$ cat src/rtl/data_port_arbiter.sv
// Two-master (CPU, debug) arbiter for a single RAM data port with a per-transfer timeout.
// Optional macro DATA_ARB_ROUND_ROBIN_EN: round-robin on ties; default build gives dbg fixed priority.
module data_port_arbiter #(
  parameter int unsigned TIMEOUT_CYCLES = 16
) (
  input  logic        clk,
  input  logic        rst_n,

  input  logic        cpu_access,
  input  logic        cpu_wr_en,
  input  logic [31:0] cpu_addr,
  input  logic [31:0] cpu_wr_val,
  input  logic [3:0]  cpu_bytesel,
  output logic [31:0] cpu_data,
  output logic        cpu_ack,
  output logic        cpu_err,

  input  logic        dbg_access,
  input  logic        dbg_wr_en,
  input  logic [31:0] dbg_addr,
  input  logic [31:0] dbg_wr_val,
  input  logic [3:0]  dbg_bytesel,
  output logic [31:0] dbg_data,
  output logic        dbg_ack,
  output logic        dbg_err,

  output logic        d_access,
  output logic        d_cs,
  output logic        d_wr_en,
  output logic [31:0] d_addr,
  output logic [31:0] d_wr_val,
  output logic [3:0]  d_bytesel,
  input  logic [31:0] d_data,
  input  logic        d_ack
);

  typedef enum logic [1:0] {
    IDLE     = 2'd0,
    BUSY_CPU = 2'd1,
    BUSY_DBG = 2'd2
  } state_t;

  localparam logic [7:0] TMO_LAST = 8'(TIMEOUT_CYCLES - 1);

  state_t      state_q;
  logic [7:0]  tmo_cnt_q;
  logic        grant_ok_q;
  logic        d_access_q;
  logic        d_wr_en_q;
  logic [31:0] d_addr_q;
  logic [31:0] d_wr_val_q;
  logic [3:0]  d_bytesel_q;

  logic cpu_busy;
  logic dbg_busy;
  logic busy;
  logic expire;
  logic finish;
  logic start;
  logic pick_dbg;

  assign cpu_busy = (state_q == BUSY_CPU);
  assign dbg_busy = (state_q == BUSY_DBG);
  assign busy     = cpu_busy || dbg_busy;
  // A d_ack on the last allowed cycle still counts as a normal completion.
  assign expire   = busy && !d_ack && (tmo_cnt_q == TMO_LAST);
  assign finish   = busy && (d_ack || expire);
  // grant_ok_q holds off grants until the second edge after reset release.
  assign start    = grant_ok_q && (state_q == IDLE) && (cpu_access || dbg_access);

`ifdef DATA_ARB_ROUND_ROBIN_EN
  logic last_dbg_q;

  assign pick_dbg = dbg_access && (!cpu_access || !last_dbg_q);

  always_ff @(posedge clk or negedge rst_n) begin
    if (!rst_n) begin
      last_dbg_q <= 1'b0;
    end else if (start) begin
      last_dbg_q <= pick_dbg;
    end
  end
`else
  assign pick_dbg = dbg_access;
`endif

  always_ff @(posedge clk or negedge rst_n) begin
    if (!rst_n) begin
      state_q     <= IDLE;
      tmo_cnt_q   <= 8'd0;
      grant_ok_q  <= 1'b0;
      d_access_q  <= 1'b0;
      d_wr_en_q   <= 1'b0;
      d_addr_q    <= 32'h0;
      d_wr_val_q  <= 32'h0;
      d_bytesel_q <= 4'h0;
    end else begin
      grant_ok_q <= 1'b1;
      case (state_q)
        IDLE: begin
          if (start) begin
            state_q     <= pick_dbg ? BUSY_DBG : BUSY_CPU;
            tmo_cnt_q   <= 8'd0;
            d_access_q  <= 1'b1;
            d_wr_en_q   <= pick_dbg ? dbg_wr_en   : cpu_wr_en;
            d_addr_q    <= pick_dbg ? dbg_addr    : cpu_addr;
            d_wr_val_q  <= pick_dbg ? dbg_wr_val  : cpu_wr_val;
            d_bytesel_q <= pick_dbg ? dbg_bytesel : cpu_bytesel;
          end
        end
        BUSY_CPU, BUSY_DBG: begin
          if (finish) begin
            state_q    <= IDLE;
            d_access_q <= 1'b0;
          end else begin
            tmo_cnt_q <= tmo_cnt_q + 8'd1;
          end
        end
        default: begin
          state_q    <= IDLE;
          d_access_q <= 1'b0;
        end
      endcase
    end
  end

  assign d_access  = d_access_q;
  assign d_cs      = d_access_q;
  assign d_wr_en   = d_wr_en_q;
  assign d_addr    = d_addr_q;
  assign d_wr_val  = d_wr_val_q;
  assign d_bytesel = d_bytesel_q;

  assign cpu_ack  = cpu_busy && finish;
  assign cpu_err  = cpu_busy && expire;
  assign cpu_data = (cpu_busy && d_ack) ? d_data : 32'h0;

  assign dbg_ack  = dbg_busy && finish;
  assign dbg_err  = dbg_busy && expire;
  assign dbg_data = (dbg_busy && d_ack) ? d_data : 32'h0;

endmodule

$ cat config.mk
export PLATFORM = sky130hd
export DESIGN_NAME = data_port_arbiter
export DESIGN_NICKNAME = d
export VERILOG_FILES = /design/src/rtl/data_port_arbiter.sv
export SDC_FILE = /design/constraint.sdc
export NUM_CORES = 1
export LEC_CHECK = 0
export CAP_MARGIN = 20
export CORE_AREA = 2 2 122 124
export DETAILED_ROUTE_END_ITERATION = 7
export DIE_AREA = 0 0 124 126
export HOLD_SLACK_MARGIN = 0.03
export PLACE_DENSITY = 0.72
export SYNTH_ARGS = -nofsm -noshare
export SYNTH_HDL_FRONTEND = slang
export SYNTH_SLANG_ARGS = --single-unit
$ cat constraint.sdc
create_clock -name clk -period 2.37 [get_ports clk]
set_input_delay 0.711 -clock clk [delete_from_list [all_inputs] [get_ports clk]]
set_output_delay 0.711 -clock clk [all_outputs]
set_load 0.005 [all_outputs]
==> results.tsv <==
stage	metric	value	unit
outcome	status	complete, but fails checks	
outcome	failing checks	negative setup slack	
floorplanning	die height	126	um
hold_path	HP Class	primary input to asynchronous set/reset pin	
sta	setup slack after layout	-0.0465	ns
placed_design	post-DP HPWL	12600	um
setup_path	peak fanout along the critical path	3	
sta	# setup viols final	2	
finish	utilization after layout	0.598	
route	vias per cell	4.83	
route	via count	4771	
synth	Mapped Cells	463	
synth	Primary FF master, synth	dfrtp_1	
synth	post-synthesis adder-cell area fraction	0.0114	
finish	Multi-input gate area	0.00234	mm^2
route	WL/cell	17.2	um
power	Power Density	925	mW/mm^2
cts	Clk Latency, worst-skew pair	0.33	ns
setup_path	WP data arrival	1.71	ns
synth	post-synthesis sequential area ratio	0.463	
synth	Synth Area in Compound Gates	0.115	
grt	GRT overflow	0	
power	leakage power total	4.02	nW
job	max cap viols	0	
grt	Total GRT Usage	0.205	
sta	relative slew slack	0.649	
synth	simple-gate share of the synthesized area	0.203	
power	combinational share of power	0.530	
setup_path	CP endpoint kind	output pin	
sta	RSZ-0062 raised after global routing	yes	
synth	EDFF count, synth	0	
grt	largest net degree at the start of global routing	74	
finish	fillers	1169	
power	Int Pwr	5.34	mW
synth	Net Count, Synth	642	
route	Pre-antenna DRT Iters	4	
floorplanning	initial core utilization	0.306	
finish	Area growth syn-to-layout	95.3	%
placed_design	Placed Area	0.00784	mm^2
placed_design	GPL Wtd Cong	0.853	
synth	Syn. warnings	0	
synth	Cell Area, Synth	0.00438	mm^2
floorplanning	Top Ports	314	
finish	FF+latch area	0.00203	mm^2
floorplanning	Cell Rows	44	
finish	Total Nets Final	977	
sta	final hold violation count	0	
finish	number of antenna diodes	0	
placed_design	placed insts	952	
power	Seq pwr share	0.300	
synth	FFs w/ async S/R, synth	1.00	
finish	Finished Layout Cells	987	
finish	fin area	0.00856	mm^2
cts	root buffer cell	clkbuf_16	
cts	Clock Tree Buf Depth	2	
cts	CTS H-tree lvls	3	
floorplanning	die area	0.0156	mm^2
route	final WL	17000	um
synth	largest family of logic cells by synthesized area	simple AND/OR/NAND/NOR gates	
grt	first-pass GRT wire length	24600	um
synth	Mean Syn Cell Area	9.46	um^2
cts	CTS tree	done	
sta	clock skew	0.0104	ns
power	clock group share of total power	0.170	
setup_path	critical path type	register to output pin	
power	Sw Share	0.325	
floorplanning	chip width	124	um
sta	Worst-Margin Slew	0.527	ns
sta	Tcrit/Tclk final	1.02	
placed_design	DP Worst Slack	-0.618	ns
setup_path	CP required	1.66	ns
cts	Worst-path clk slew	0.06	ns
route	Post-DRT Antenna Nets	0	
setup_path	Startpoint Class	register	
cts	number of clock sinks	81	
synth	Yosys cell types	37	
synth	xor/xnor share of the synthesized area	0	
sta	Max Clock Freq	414	MHz
power	Peak VDD IR	0.415	mV
cts	total CTS buffers	9	
placed_design	Port Buffers	313	
sta	fin. max-slew vios	0	
cts	hold buffers post-CTS	0	
synth	mux contribution to synthesized area	0.158	
power	Pwr Total	7.91	mW
synth	Yosys reg bits	81	
grt	initial antenna violation count	0	
route	Iter 0 DRT Violations	156	
sta	Period minus WS final	2.42	ns
finish	share of cells above drive strength 1	0.184	
route	drt drc	0	
power	switching power	2.57	mW
grt	vias in the first global route	4720	
floorplanning	core box area	0.0143	mm^2
==> cell type report <==
cell class / instances / share of cell area
repair buffers: 364 / 0.427
multi-input cells: 337 / 0.273
flip-flops and latches: 81 / 0.237
clock buffers: 11 / 0.0272
well taps: 184 / 0.0269
clock inverters: 5 / 0.00629
inverters: 5 / 0.00219
==> power groups by stage <==
stage / Combinational [mW] / Clock [mW] / Sequential [mW]
final: 4.19 / 1.35 / 2.38
after global routing: 4.55 / 1.46 / 2.46
after CTS: 3.96 / 1.38 / 2.38
after detailed placement: 3.64 / 0 / 2.39
after global placement: 3.58 / 0 / 2.36
after floorplan: 1.23 / 0 / 2.42
==> metal layers <==
metal,wire (um),track usage,vias up
met5,0,0,-
met4,411,0.0568,0
met3,1620,0.0584,23
met2,8860,0.386,240
met1,6060,0.219,2193
li1,-,-,2315
==> metrics by stage <==
stage	setup TNS (ns)	hold slack, ns
3_3_place_gp	-34.87	0.461
4_1_cts	-0.593	0.250
2_1_floorplan	0	0.415
5_1_grt	-0.603	0.262
6_report	-0.0926	0.256
3_5_place_dp	-37.56	0.470
==> worst paths after layout <==
check / start / end / slack (ns) / cells after the start
worst max-delay path: tmo_cnt_q[4] / cpu_ack / -0.05 / 4
worst min-delay path: rst_n / d_addr[23] / 0.26 / 1
worst max register to register: state_q[1] / tmo_cnt_q[4] / 0.35 / 8
worst min register to register: d_addr[5] / d_addr[5] / 0.48 / 2
max in group asynchronous: rst_n / d_addr[5] / 1.56 / 2
min in group clk: d_addr[5] / d_addr[5] / 0.48 / 2
==> worst max-delay path, cell delays in order, from the launching register on <==
cell	delay, ns
dfrtp_1	0.37
or4_4	0.57
o21ai_4	0.16
and3_1	0.17
buf_2	0.12
==> cells in the final DEF (no fill, tap or decap), drive strengths merged, types with 4 or more instances in the layout <==
master         count
ha                 4
o21ai             75
clkbuf            32
mux2i             69
and3              69
dfrtp             81
dlygate4sd2       10
clkdlybuf4s15     28
inv                6
nand3             11
buf               72
clkdlybuf4s50    232
nand2             81
==> registers in the layout, indices dropped and copies added (netlist names) <==
signal,count
d_wr_val,32
d_wr_en,1
grant_ok_q,1
d_addr,32
d_bytesel,4
tmo_cnt_q,8
d_access,1
state_q,2
==> repair_timing <==
action / CTS / global route
setup endpoints to repair: 68 / 65
cloned: 4 / 3
pin swaps: 11 / 14
setup buffers: 11 / 1
gates resized for setup: 186 / 101
==> cells in the mapped netlist, types with 2 or more instances <==
library cell | count | area share
and3_1 | 67 | 0.096
o21ai_0 | 74 | 0.085
nand2_1 | 81 | 0.069
a31oi_1 | 2 | 0.0029
mux2i_1 | 69 | 0.16
buf_6 | 3 | 0.0077
dfrtp_1 | 81 | 0.46
ha_1 | 4 | 0.011
nor2_1 | 2 | 0.0017
and3_2 | 2 | 0.0034
o211ai_1 | 2 | 0.0034
clkbuf_1 | 31 | 0.027
nand3_1 | 11 | 0.013
and4_1 | 2 | 0.0040
buf_2 | 3 | 0.0034
a21oi_1 | 3 | 0.0034
nand4b_1 | 2 | 0.0040
inv_1 | 5 | 0.0043
==> cell families (layout without fill, tap and decap cells) <==
| family | count (synthesis) | count (layout) |
|---|---|---|
| buf+inv | 45 | 385 |
| simple gates | 173 | 173 |
| fa+ha+maj | 4 | 4 |
| flops | 81 | 81 |
| compound gates | 90 | 90 |
| mux | 69 | 69 |
| other cells | 1 | 1 |
No activity file was read; power rests on OpenSTA's default activity.
